## src/rtl/hazard_ctrl.sv

```systemverilog
// Pipeline hazard controller: stalls and flushes the five-stage pipe for
// multi-cycle multiply/divide, memory wait states, taken branches, load-use and halt.
module hazard_ctrl #(
    parameter int MUL_CYCLES  = 4,
    parameter int DIV_CYCLES  = 8,
    parameter int MEM_TIMEOUT = 255
) (
    input  logic        clk,
    input  logic        rst,
    input  logic [15:0] inst_id,
    input  logic [15:0] inst_ex,
    input  logic [15:0] inst_m,
    input  logic        branch_taken,
    input  logic        dmem_ready,
    output logic        pc_en,
    output logic        ifid_en,
    output logic        idex_en,
    output logic        exm_en,
    output logic        ifid_flush,
    output logic        idex_flush,
    output logic        exm_flush,
    output logic        mwb_flush,
    output logic        halted,
    output logic        mem_timeout
);

    typedef enum logic [1:0] {RUN, MULDIV, HALT} state_t;

    typedef struct packed {
        logic pc_en;
        logic ifid_en;
        logic idex_en;
        logic exm_en;
        logic ifid_flush;
        logic idex_flush;
        logic exm_flush;
        logic mwb_flush;
    } ctrl_t;

    localparam ctrl_t CTRL_DEFAULT = '{pc_en: 1'b1, ifid_en: 1'b1, idex_en: 1'b1, exm_en: 1'b1,
                                       ifid_flush: 1'b0, idex_flush: 1'b0, exm_flush: 1'b0,
                                       mwb_flush: 1'b0};
    localparam ctrl_t CTRL_RESET   = '{pc_en: 1'b0, ifid_en: 1'b0, idex_en: 1'b0, exm_en: 1'b0,
                                       ifid_flush: 1'b1, idex_flush: 1'b1, exm_flush: 1'b1,
                                       mwb_flush: 1'b1};

    localparam logic [3:0] MUL_LOAD  = 4'(MUL_CYCLES - 2);
    localparam logic [3:0] DIV_LOAD  = 4'(DIV_CYCLES - 2);
    localparam logic [7:0] MCNT_LAST = 8'(MEM_TIMEOUT - 1);

    function automatic logic is_mem(input logic [15:0] i);
        return (i[15:13] == 3'b101) || (i[15:13] == 3'b110);
    endfunction

    function automatic logic is_load(input logic [15:0] i);
        return (i[15:12] == 4'b1100) || (i[15:12] == 4'b1010);
    endfunction

    function automatic logic is_mul(input logic [15:0] i);
        return (i[15:12] == 4'b1111) && (i[3:0] == 4'b0100);
    endfunction

    function automatic logic is_div(input logic [15:0] i);
        return (i[15:12] == 4'b1111) && (i[3:0] == 4'b0101);
    endfunction

    // op1 readers: 1111, 10xx (100x/101x), 110x, 010x, 0110
    function automatic logic reads_op1(input logic [3:0] op);
        return (op == 4'b1111) || (op[3:2] == 2'b10) || (op[3:1] == 3'b110) ||
               (op[3:1] == 3'b010) || (op == 4'b0110);
    endfunction

    function automatic logic reads_op2(input logic [3:0] op);
        return (op == 4'b1111) || (op[3:1] == 3'b101) || (op[3:1] == 3'b110);
    endfunction

    state_t     state, state_nx;
    logic [3:0] cnt, cnt_nx;
    logic [7:0] mcnt, mcnt_nx;
    logic       to_flag, to_nx;

    logic       mem_stall;
    logic       md_ex;
    logic       load_use;
    logic       md_busy;
    ctrl_t      ctrl;

    logic       unused_ok;
    assign unused_ok = &{1'b0, inst_m[11:0], inst_id[3:0]};

    assign mem_stall = is_mem(inst_m) && !dmem_ready;
    assign md_ex     = is_mul(inst_ex) || is_div(inst_ex);
    assign load_use  = is_load(inst_ex) &&
                       ((reads_op1(inst_id[15:12]) && (inst_id[11:8] == inst_ex[11:8])) ||
                        (reads_op2(inst_id[15:12]) && (inst_id[7:4]  == inst_ex[11:8])));

    // EX is held by a multiply/divide on its start cycle and while cnt is still counting
    assign md_busy   = ((state == RUN) && md_ex) || ((state == MULDIV) && (cnt != 4'd0));

    always_ff @(posedge clk or posedge rst) begin
        if (rst) begin
            state   <= RUN;
            cnt     <= 4'd0;
            mcnt    <= 8'd0;
            to_flag <= 1'b0;
        end else begin
            state   <= state_nx;
            cnt     <= cnt_nx;
            mcnt    <= mcnt_nx;
            to_flag <= to_nx;
        end
    end

    always_comb begin
        state_nx = state;
        cnt_nx   = cnt;
        mcnt_nx  = 8'd0;
        to_nx    = to_flag;
        if (state == HALT) begin
            state_nx = HALT;
        end else if (mem_stall) begin
            mcnt_nx = mcnt + 8'd1;
            if (mcnt == MCNT_LAST) begin
                state_nx = HALT;
                to_nx    = 1'b1;
            end
        end else if (state == MULDIV) begin
            if (cnt != 4'd0) cnt_nx = cnt - 4'd1;
            else state_nx = RUN;
        end else if (md_ex) begin
            cnt_nx   = is_mul(inst_ex) ? MUL_LOAD : DIV_LOAD;
            state_nx = MULDIV;
        end else if (!branch_taken && !load_use && (inst_id == 16'h000F)) begin
            state_nx = HALT;
        end
    end

    always_comb begin
        ctrl = CTRL_DEFAULT;
        if (rst) begin
            ctrl = CTRL_RESET;
        end else if (state == HALT) begin
            // upstream frozen and bubbled; EX/MEM/WB keep draining
            ctrl.pc_en      = 1'b0;
            ctrl.ifid_en    = 1'b0;
            ctrl.ifid_flush = 1'b1;
            ctrl.idex_flush = 1'b1;
        end else if (mem_stall) begin
            ctrl.pc_en     = 1'b0;
            ctrl.ifid_en   = 1'b0;
            ctrl.idex_en   = 1'b0;
            ctrl.exm_en    = 1'b0;
            ctrl.mwb_flush = 1'b1;
        end else if (md_busy) begin
            ctrl.pc_en     = 1'b0;
            ctrl.ifid_en   = 1'b0;
            ctrl.idex_en   = 1'b0;
            ctrl.exm_flush = 1'b1;
        end else if (state == MULDIV) begin
            ctrl = CTRL_DEFAULT;
        end else if (branch_taken) begin
            ctrl.ifid_flush = 1'b1;
            ctrl.idex_flush = 1'b1;
        end else if (load_use) begin
            ctrl.pc_en      = 1'b0;
            ctrl.ifid_en    = 1'b0;
            ctrl.idex_flush = 1'b1;
        end
    end

    assign pc_en       = ctrl.pc_en;
    assign ifid_en     = ctrl.ifid_en;
    assign idex_en     = ctrl.idex_en;
    assign exm_en      = ctrl.exm_en;
    assign ifid_flush  = ctrl.ifid_flush;
    assign idex_flush  = ctrl.idex_flush;
    assign exm_flush   = ctrl.exm_flush;
    assign mwb_flush   = ctrl.mwb_flush;
    assign halted      = !rst && (state == HALT);
    assign mem_timeout = to_flag;

endmodule

```

## config.mk

```make
export PLATFORM = sky130hd
export DESIGN_NAME = hazard_ctrl
export DESIGN_NICKNAME = d
export VERILOG_FILES = /design/src/rtl/hazard_ctrl.sv
export SDC_FILE = /design/constraint.sdc
export NUM_CORES = 1
export LEC_CHECK = 0
export ABC_CLOCK_PERIOD_IN_PS = 1900
export CORE_MARGIN = 8
export CORE_UTILIZATION = 35
export CTS_CLUSTER_DIAMETER = 60
export DETAILED_ROUTE_END_ITERATION = 7
export PLACE_DENSITY = 0.74
export SLEW_MARGIN = 0
export SYNTH_ARGS = -nofsm -noshare
export SYNTH_HDL_FRONTEND = slang
export SYNTH_SLANG_ARGS = --single-unit
export TNS_END_PERCENT = 5
```

## constraint.sdc

```tcl
create_clock -name clk -period 1.9 [get_ports clk]
set_input_delay 0.38 -clock clk [delete_from_list [all_inputs] [get_ports clk]]
set_output_delay 0.38 -clock clk [all_outputs]
set_load 0.01 [all_outputs]
```

Word-level counts from Yosys, hierarchy flattened
Index checks and enable logic that the tools add are counted.
{ "classes": {"add_sub_neg": 2, "multipliers": 0, "div": 0, "magnitude_cmp": 0, "eq_ne": 22, "shift": 0, "muxes": 31, "bitwise_logic": 2, "reduce_logical": 33} }
{ "ops": {"columns": ["op", "count"], "rows": [
  ["two-way mux 2 bit", 16],
  ["two-way mux 8 bit", 3],
  ["== test 16 x 4 -> 1 bit, second input constant", 1],
  ["== test 4 bit, second input constant", 4],
  ["two-way mux 4 bit", 4],
  ["== test 3 bit, second input constant", 4],
  ["== test 4 x 3 -> 1 bit, second input constant", 3],
  ["logical AND 1 bit", 11],
  ["logical OR 1 bit", 11],
  ["two-way mux 3 bit", 3],
  ["adder 8 x 1 -> 8 bit, second input constant", 1],
  ["== test 4 bit", 2],
  ["== test 8 bit, second input constant", 1],
  ["AND reduction 3 bit", 2],
  ["two-way mux 1 bit", 5],
  ["nonzero test 5 bit", 1],
  ["== test 2 bit, second input constant", 2],
  ["zero test 1 bit", 4],
  ["inequality test 4 x 3 -> 1 bit, second input constant", 1],
  ["AND reduction 4 bit", 1],
  ["nonzero test 4 bit", 1],
  ["subtractor 4 x 1 -> 4 bit, second input constant", 1],
  ["== test 3 x 2 -> 1 bit, second input constant", 1],
  ["inequality test 3 x 1 -> 1 bit, second input constant", 1],
  ["5 further kinds", 6]
]} }
{ "totals": {"register_bits": 15, "latchBits": 0, "ramBits": 0, "mem_bits_ro": 0, "in_bits": 52, "memories": 0} }

Depth between registers and ports, before layout
Gate-level depths: netlist of the first run.
{ "logic_depth": {"ltp_word": 16, "ltp_mapped": 7, "depth_no_buf": 7} }

Least setup slack after synthesis of the first run
No wires, ideal clock.
{ "synth_path": {"path_type": "input-to-output", "from": "input port inst_id[14]", "to": "output port pc_en", "arrival_time_ns": 1.597, "t_required_ns": 1.520, "slack_ns": -0.077, "stages": 6, "n_path_buf": 1, "path_cell_list": "nor2b_1 > mux2_2 > a2111o_1 > o31ai_1 > a31oi_1 > buf_4"} }
{ "synth_between": {"elab_chain_cells": 15, "elab_cells_between_ends": 23} }
{ "synth_lines": {"columns": ["element", "line_no", "text"], "rows": [
  ["from (decl)", "10", "input logic [15:0] inst_id,"],
  ["== test 4 bit or == test 2 bit (tied branches)", "69, 74", null],
  ["logical OR 1 bit (3 in series)", "69", "return (op == 4'b1111) || (op[3:2] == 2'b10) || (op[3:1] == 3'b110) ||"],
  ["logical OR 1 bit", "70", "(op[3:1] == 3'b010) || (op == 4'b0110);"],
  ["logical AND 1 bit", "94", "((reads_op1(inst_id[15:12]) && (inst_id[11:8] == inst_ex[11:8])) ||"],
  ["logical OR 1 bit (*)", "94", null],
  ["logical AND 1 bit (*)", "93", "assign load_use = is_load(inst_ex) &&"],
  ["two-way mux 2 bit (*)", "164", "end else if (load_use) begin"],
  ["two-way mux 2 bit (*)", "161", "end else if (branch_taken) begin"],
  ["two-way mux 2 bit (*)", "159", "end else if (state == MULDIV) begin"],
  ["two-way mux 3 bit (*)", "154", "end else if (md_busy) begin"],
  ["two-way mux 4 bit (*)", "148", "end else if (mem_stall) begin"],
  ["two-way mux 2 bit (*)", "142", "end else if (state == HALT) begin"],
  ["two-way mux 8 bit (*)", "140", "if (rst) begin"],
  ["to (decl)", "15", "output logic pc_en,"]
]} }
Every way passes the cells marked *; elsewhere a longest branch is shown, timed or not.

Worst setup path in the final report of the first run
{ "layout_path": {"from": "input port inst_id[14]", "to": "output port idex_flush"} }
{ "layout_between": {"elab_chain_cells": 15, "elab_cells_between_ends": 23} }
{ "layout_lines": {"columns": ["element", "line_no", "text"], "rows": [
  ["== test 4 bit or == test 2 bit (tied branches)", "69, 74", null],
  ["logical OR 1 bit (3 in series)", "69", null],
  ["logical OR 1 bit", "70", null],
  ["logical AND 1 bit", "94", null],
  ["logical OR 1 bit (*)", "94", null],
  ["logical AND 1 bit (*)", "93", null],
  ["two-way mux 1 bit (*)", "164", null],
  ["two-way mux 1 bit (*)", "161", null],
  ["two-way mux 2 bit (*)", "159", null],
  ["two-way mux 2 bit (*)", "154", null],
  ["two-way mux 3 bit (*)", "148", null],
  ["two-way mux 2 bit (*)", "142", null],
  ["two-way mux 8 bit (*)", "140", null],
  ["to (decl)", "20", "output logic idex_flush,"]
]} }
Marked as above.

==> impl_metrics.yaml, run 1 <==
placed_design:
  gp_congestion: 0.8252
  dp.cells: 245
  placed_area_mm2: 0.001881
  place_ws_ns: -0.9052
  numPortBuffers: 44
  hpwlAfterDp_um: 2988
timing:
  setup_viol: 5
  hold_violations: 0
  grt_setup_unrepaired: "true"
  max_freq_mhz: 484.2
  slew_headroom_pct: 74.79
  worst_slew_pin_slew_ns: 0.3729
  hold-worst-slack_ns: 0.4769
  post-route-min-period_ns: 2.065
  setup_ws_ns: -0.1653
  period_share_pct: 108.7
  clock_skew_ns: 0.001346
  final_max_slew_viol_count: 0
routing:
  post_drt_via_cell_ratio: 4.919
  drc: 0
  antenna_left: 0
  wl_per_cell_um: 14.51
  drt_iter0_drc: 31
  vias: 1274
  wirelength_um: 3759
  firstDrtPassIters: 4
logic_synthesis:
  synth_top_area_cell: "dfrtp_1"
  netlist.area_leader.share_pct: 32.75
  synth-compound-area-share_pct: 15.94
  synthArstFlopShare_pct: 100.0
  synthesis.nets: 187
  synth_warnings: 0
  ys_ff_latch: 15
  synth_cell_types: 46
  syn_avg_cell_area_um2: 8.884
  muxShareOfSynthArea_pct: 1.856
  syn-cell-area_mm2: 0.001146
  synth_top_family_by_area: "simple AND/OR/NAND/NOR gates"
  synth-simple-area-share_pct: 26.31
  synth.most_common_cell: "nor2_1"
  synthAdderAreaFrac_pct: 6.550
  synth_area_leaders: "dfrtp_1, xnor2_1, ha_1"
  yosys-top-cells-count: "nor2_1, dfrtp_1, inv_1, xnor2_1, nand3_1"
  ys_seq_area_share_pct: 32.75
  ys_dominant_reg_cell: "dfrtp_1"
  synth_cells: 129
  synth_edf_count: 0
  yosys.area_share.xor_xnor_pct: 12.23
critical_path:
  cpPeakStageDelay_ns: 0.46
  crit_arrival_ns: 1.69
  cp_cell_sequence: "buf_2 > nor2b_4 > mux2_4 > a2111o_1 > o31ai_4 > a31o_1 > buf_2"
  cp_common_cell: "buf_2"
  critPathKind: "primary input to output port"
  cpLargestDelayFamily: "compound AO/OA/AOI/OAI gates"
  worstSetupEndpointType: "output port"
  r2r_cells: 9
  cp.depth: 7
  crit_path_top_delay_cell: "a2111o_1"
  cp_max_fo: 2
  cp.required_ns: 1.52
  cp-start-kind: "primary input"
  crit_buf_inv: 2
power:
  netSwitchingFraction_pct: 24.73
  p_leak_nw: 0.9117
  power.switching_mw: 0.1688
  powerDensity_mw_per_mm2: 338.4
  clock_power_share_pct: 25.5
  seqPwrFrac_pct: 47.0
  power_frac_comb_pct: 27.5
  p_int_mw: 0.5137
  peakVddDrop_uv: 165.3
clocking:
  clk_latency_ns: 0.27
  cts_max_level: 1
  numCtsBuffers: 3
  numClockSinks: 15
  cts_buffer_depth: 2
  cts_root_buffer: "clkbuf_4"
  cts_tree: "yes"
  path_clk_slew_ns: 0.08
  cts_hold_buf: 0
cells_and_area:
  fin_cells: 259
  finalInstanceArea_mm2: 0.002017
  fin_nets: 274
  utilization_pct: 65.53
  diodes: 0
  syn_to_final_growth_pct: 75.98
  drive_gt1_share_pct: 37.67
floorplanning:
  dieArea_mm2: 0.005362
  num_io_pins: 62
  die_y_um: 73.23
  start_util_pct: 37.24
  coreArea_mm2: 0.003078
  rows: 20
  die_x_um: 73.23
grt:
  grt_pass1_wl_um: 6141
  grt_pass1_vias: 1416
  grt_start_max_net_pins: 16
  grt_usage_pct: 14.48
  grt-ovfl-total: 0
  antenna_found_initial: 0
status:
  status: "complete, but fails checks"
  violations: "negative setup slack"
hold_path:
  min_path_cells: 1
  hold_class: "flop to flop"
flow_run:
  cap_violations: 0
## metal layers
metal	routed length, µm	up-vias	track usage, %
met1	1447	598	13.88
met4	38	0	5.778
met2	2023	36	27.51
met5	0	-	0
li1	-	634	-
met3	251	6	4.670
## metrics by stage
stage                     setup TNS, ns  power, mW
after detailed placement         -6.164     0.5215
after global routing             -1.231     0.7136
final                           -0.7504     0.6825
after CTS                       -0.6402     0.6835
after global placement           -5.680     0.5144
after floorplan                       0     0.3839
## path summary, 6_finish.rpt
| check | startpoint | slack, ns | end |
|---|---|---|---|
| hold / removal | mem_timeout | 0.48 | mem_timeout |
| hold reg to reg | mem_timeout | 0.48 | mem_timeout |
| setup / recovery | inst_id[14] | -0.17 | idex_flush |
| max in group asynchronous | rst | 1.07 | mcnt[6] |
| min in group asynchronous | rst | 0.66 | mem_timeout |
| setup reg to reg | state[1] | 0.10 | cnt[3] |
## placed cells by master, fill, tap and decap left out, types with 3 or more instances in the layout
cell,n
clkdlybuf4s15_1,3
clkdlybuf4s50_1,13
o21ai_0,3
buf_4,39
nand2_1,6
dfrtp_1,15
xor2_1,6
xnor2_1,9
ha_4,3
inv_2,4
clkbuf_4,3
nor2_1,17
buf_2,12
dlygate4sd2_1,15
nand3_1,7
nand4_1,5
inv_1,5
## what timing repair did
item | in CTS | in global routing
endpoints found under the hold margin | 0 | 0
resized for setup | 89 | 4
gates cloned | 0 | 0
pin swaps | 16 | 2
endpoints found under the setup margin | 9 | 9
buffers inserted | 9 | 1
## flip-flops by register name, summed over array words and instances, names as in the netlist
name,cells
mcnt,8
mem_timeout,1
cnt,4
state,2
## kinds of logic (layout without fill, tap and decap cells)
kind of cell	Yosys count	in the layout
xor+xnor	16	16
mux	2	2
compound gates	24	24
buf+inv	12	98
flops	15	15
fa+ha+maj	6	6
simple gates	54	54
## power by group through the flow
stage                     combinational (mW)  sequential (mW)  clock (mW)
after floorplan                       0.0561            0.328           0
after global placement                 0.187            0.327           0
after detailed placement               0.194            0.327           0
after CTS                              0.186            0.321       0.177
after global routing                   0.201            0.321       0.191
final                                  0.187            0.321       0.174
## final cells by class
cell class / count / area [µm²]
well taps: 44 / 55.05
inverters: 9 / 33.78
fillers: 279 / 1061
multi-input cells: 102 / 848.3
repair buffers: 85 / 678.2
clock buffers: 4 / 26.28
flip-flops and latches: 15 / 375.4
(Power assumes the default switching activity.)
==> run 2, diff against run 1 <==
Settings changed: RECOVER_POWER set to 100.
==> impl_metrics.yaml, run 2 (same netlist as run 1, synthesis figures left out) <==
status:
  status: "complete, but fails checks"
  violations: "negative setup slack"
routing:
  wirelength_um: 3762
  antenna_left: 0
  post_drt_via_cell_ratio: 4.919
  wl_per_cell_um: 14.53
  vias: 1274
  drt_iter0_drc: 33
  drc: 0
  firstDrtPassIters: 4
power:
  p_leak_nw: 0.8965
  powerDensity_mw_per_mm2: 340.2
  peakVddDrop_uv: 165.1
  finalPower_mw: 0.6755
clocking:
  cts_hold_buf: 0
  cts_max_level: 1
  cts_root_buffer: "clkbuf_4"
  numClockSinks: 15
  numCtsBuffers: 3
  cts_tree: "yes"
  path_clk_slew_ns: 0.08
  clk_latency_ns: 0.27
  cts_buffer_depth: 2
cells_and_area:
  diodes: 0
  finalInstanceArea_mm2: 0.001986
  mostFrequentLayoutCells: "buf_4, nor2_1, dfrtp_1, dlygate4sd2_1, buf_2"
  fin_cells: 259
  fin_nets: 274
  top_regs: "mcnt (8), cnt (4), state (2)"
  drive_gt1_share_pct: 34.42
  layout_commonest_cell: "buf_4"
  largest_reg_flops: 8
  largest_register: "mcnt"
  syn_to_final_growth_pct: 73.25
timing:
  grt_setup_unrepaired: "true"
  worst_slew_pin_slew_ns: 0.7860
  hold_violations: 0
  max_freq_mhz: 481.0
  slew_headroom_pct: 47.60
  clock_skew_ns: 0.001555
  final_max_slew_viol_count: 0
  post-route-min-period_ns: 2.079
  setup_ws_ns: -0.1789
  finalSetupTns_ns: -0.8774
  setup_viol: 8
  period_share_pct: 109.4
critical_path:
  cp_max_fo: 2
  cp.required_ns: 1.52
  r2r_start: "state[0]"
  cp_cell_sequence: "dlygate4sd2_1 > xor2_1 > and3_1 > a211oi_2 > a211o_1 > a31o_1 > buf_2"
  cpLargestDelayFamily: "compound AO/OA/AOI/OAI gates"
  crit_arrival_ns: 1.70
  crit_buf_inv: 2
  cp-start-kind: "primary input"
  critPathKind: "primary input to output port"
  cpPeakStageDelay_ns: 0.27
  startpoint: "inst_m[13]"
  crit_path_top_delay_cell: "a211o_1"
  worstSetupEndpointType: "output port"
hold_path:
  hold_class: "flop to flop"
  min_from: "mem_timeout"
grt:
  grt_start_max_net_pins: 16
  grt-ovfl-total: 0
  antenna_found_initial: 0
  grt_pass1_vias: 1416
  grt_usage_pct: 14.48
  grt_pass1_wl_um: 6141
floorplanning:
  rows: 20
  dieArea_mm2: 0.005362
  die_y_um: 73.23
  start_util_pct: 37.24
  coreArea_mm2: 0.003078
  die_x_um: 73.23
  num_io_pins: 62
placed_design:
  gp_congestion: 0.8252
  numPortBuffers: 44
  dp.cells: 245
  hpwlAfterDp_um: 2988
  placed_area_mm2: 0.001881
flow_run:
  cap_violations: 0
run 2: changes by cell type in the layout (fill, tap and decap cells not counted), sizes merged:
cell,before,now
buf,53,48
clkbuf,4,9
clkdlybuf4s50,13,10
dlygate4sd3,0,3
run 2: layout make-up:
cell class,count,area (µm²)
Timing Repair Buffer,85,659.4
Inverter,9,33.78
Sequential cell,15,375.4
Multi-Input combinational cell,102,835.8
Tap cell,44,55.05
Fill cell,286,1092
Clock buffer,4,26.28
run 2: worst register-to-register path, stage by stage (launching register included):
cell and delay (ns):
dfrtp_1 0.38, inv_2 0.07, ha_4 0.19, buf_4 0.13, a31oi_2 0.16, clkbuf_1 0.32
o21a_2 0.21, nor2_1 0.04, a311oi_1 0.23
run 2: metrics by stage:
stage	util, %	hold slack [ns]	worst slack (ns)
3_3_place_gp	61.10	0.4579	-0.8683
2_1_floorplan	-	0.2895	0.005867
3_5_place_dp	61.10	0.4609	-0.9052
6_report	64.51	0.4716	-0.1789
5_1_grt	64.51	0.5065	-0.2511
4_1_cts	64.55	0.4828	-0.1776
run 2: layer usage:
layer | track usage, % | up-vias | share of wire (%)
met5 | 0 | - | 0
met4 | 5.778 | 0 | 1.0
met3 | 4.670 | 6 | 6.7
met2 | 27.51 | 36 | 54
met1 | 13.88 | 597 | 38
li1 | - | 635 | -
run 2: where the power goes:
| group | internal, mW | switching [mW] |
|---|---|---|
| registers | 0.320 | 0.000591 |
| clock network | 0.0813 | 0.0928 |
| logic | 0.107 | 0.0740 |
run 2: final timing paths:
check	endpoint	slack, ns	cells after the start
max	idex_flush	-0.18	7
min	mem_timeout	0.47	1
max reg2reg	cnt[2]	0.07	8
min reg2reg	mem_timeout	0.47	1
max in group asynchronous	mcnt[6]	0.42	4
min in group asynchronous	mem_timeout	1.00	4
run 2: what timing repair did:
action,in CTS,in global routing
resized for setup,89,4
endpoints found under the setup margin,9,9
pin swaps,16,2
setup buffers,9,1
==> run 3, diff against run 2 <==
Settings changed: CORE_UTILIZATION 35 to 36, CTS_BUF_LIST set to sky130_fd_sc_hd__clkbuf_4, PLACE_DENSITY 0.74 to 0.76.
==> impl_metrics.yaml, run 3 (same netlist as run 1, synthesis figures left out) <==
placed_design:
  gp_congestion: 0.8209
  hpwlAfterDp_um: 3028
  dp.cells: 245
  numPortBuffers: 44
  place_ws_ns: -0.9137
clocking:
  clk_latency_ns: 0.28
  cts_max_level: 1
  cts_root_buffer: "clkbuf_4"
  cts_buffer_depth: 2
  numCtsBuffers: 3
  path_clk_slew_ns: 0.08
  numClockSinks: 15
  cts_hold_buf: 0
  cts_tree: "yes"
routing:
  drt_iter0_drc: 35
  antenna_left: 0
  firstDrtPassIters: 4
  drc: 0
  post_drt_via_cell_ratio: 5.071
  wl_per_cell_um: 14.11
  wirelength_um: 3571
  vias: 1283
cells_and_area:
  top_regs: "mcnt (8), cnt (4), state (2)"
  fin_cells: 253
  syn_to_final_growth_pct: 66.59
  utilization_pct: 62.54
  fill_cells: 284
  fin_nets: 268
  largest_register: "mcnt"
  largest_reg_flops: 8
  drive_gt1_share_pct: 31.10
  mostFrequentLayoutCells: "buf_4, nor2_1, dfrtp_1, dlygate4sd2_1, clkdlybuf4s50_1"
  diodes: 0
  layout_commonest_cell: "buf_4"
hold_path:
  min_from: "mem_timeout"
  hold_class: "flop to flop"
floorplanning:
  coreArea_mm2: 0.003053
  start_util_pct: 37.54
  die_y_um: 72.43
  die_x_um: 72.43
  rows: 20
  num_io_pins: 62
  dieArea_mm2: 0.005245
timing:
  period_share_pct: 110.3
  final_max_slew_viol_count: 0
  setup_ws_ns: -0.1963
  worst_slew_pin_slew_ns: 0.8010
  slew_headroom_pct: 46.60
  clock_skew_ns: 0.003727
  post-route-min-period_ns: 2.096
  finalSetupTns_ns: -0.7616
  max_freq_mhz: 477.0
  grt_setup_unrepaired: "true"
  setup_viol: 6
  hold_violations: 0
power:
  netSwitchingFraction_pct: 24.42
  finalPower_mw: 0.6859
  powerDensity_mw_per_mm2: 359.2
  p_int_mw: 0.5184
  power.switching_mw: 0.1675
  power_frac_comb_pct: 25.1
  seqPwrFrac_pct: 46.8
  clock_power_share_pct: 28.1
  p_leak_nw: 0.8635
  peakVddDrop_uv: 148.8
status:
  violations: "negative setup slack"
  status: "complete, but fails checks"
critical_path:
  startpoint: "inst_m[15]"
  cp.required_ns: 1.52
  endpoint: "idex_flush"
  worstSetupEndpointType: "output port"
  critPathKind: "primary input to output port"
  worstReg2RegEnd: "cnt[3]"
  r2r_slack_ns: 0.10
  cp-start-kind: "primary input"
  crit_path_top_delay_cell: "clkdlybuf4s50_1"
  cp_max_fo: 2
  cp_cell_sequence: "clkdlybuf4s50_1 > and3_2 > a211oi_2 > a211o_1 > a31o_1 > buf_2"
  r2r_start: "state[0]"
  r2r_cells: 8
  cpPeakStageDelay_ns: 0.47
  crit_arrival_ns: 1.72
grt:
  grt_start_max_net_pins: 16
  grt-ovfl-total: 0
  grt_usage_pct: 14.40
  grt_pass1_wl_um: 6134
  antenna_found_initial: 0
  grt_pass1_vias: 1434
flow_run:
  cap_violations: 0
[run 3: worst min path at each step]
| stage | endpoint | depth (start not counted) | slack, ns |
|---|---|---|---|
| after floorplan | cnt[0] | 1 | 0.29 |
| after global placement | mem_timeout | 1 | 0.46 |
| after detailed placement | mem_timeout | 1 | 0.47 |
| after CTS | mem_timeout | 1 | 0.50 |
| after global routing | mem_timeout | 1 | 0.50 |
| final | mem_timeout | 1 | 0.48 |
[run 3: final cells by class]
cell class,instances,area (µm²),area share (%)
timing repair buffer,79,605.6,31.72
tap,44,55.05,2.883
inverter,9,33.78,1.769
sequential,15,375.4,19.66
multi-input combinational,102,809.5,42.40
clock buffer,4,30.03,1.573
[run 3: per-layer routing]
layer	global-route usage [%]	routed length, µm
met4	4.667	31
met1	14.01	1396
met2	26.98	1792
met3	5.647	351
met5	0	0
[run 3: timing repair]
item / 4_1_cts / 5_1_grt
pin swaps: 15 / 3
setup endpoints to repair: 11 / 9
resized for setup: 75 / 8
setup buffers: 3 / 1
[run 3: power groups by stage]
stage	Sequential [mW]	Clock [mW]	Combinational (mW)
floorplan	0.328	0	0.0561
CTS	0.321	0.203	0.178
global placement	0.327	0	0.185
detailed placement	0.327	0	0.190
global route	0.321	0.210	0.187
finish	0.321	0.193	0.172
[run 3: critical path: cells and delay by family]
| family | cells | cell delay, ns |
|---|---|---|
| buf+inv | 2 | 0.61 |
| simple gates | 1 | 0.21 |
| compound gates | 3 | 0.52 |
[run 3: stage by stage]
stage	hold slack, ns	instance area, µm²
after global placement	0.4612	1881
final	0.4842	1909
after CTS	0.4959	1909
after floorplan	0.2895	1169
after detailed placement	0.4733	1881
after global routing	0.5039	1909
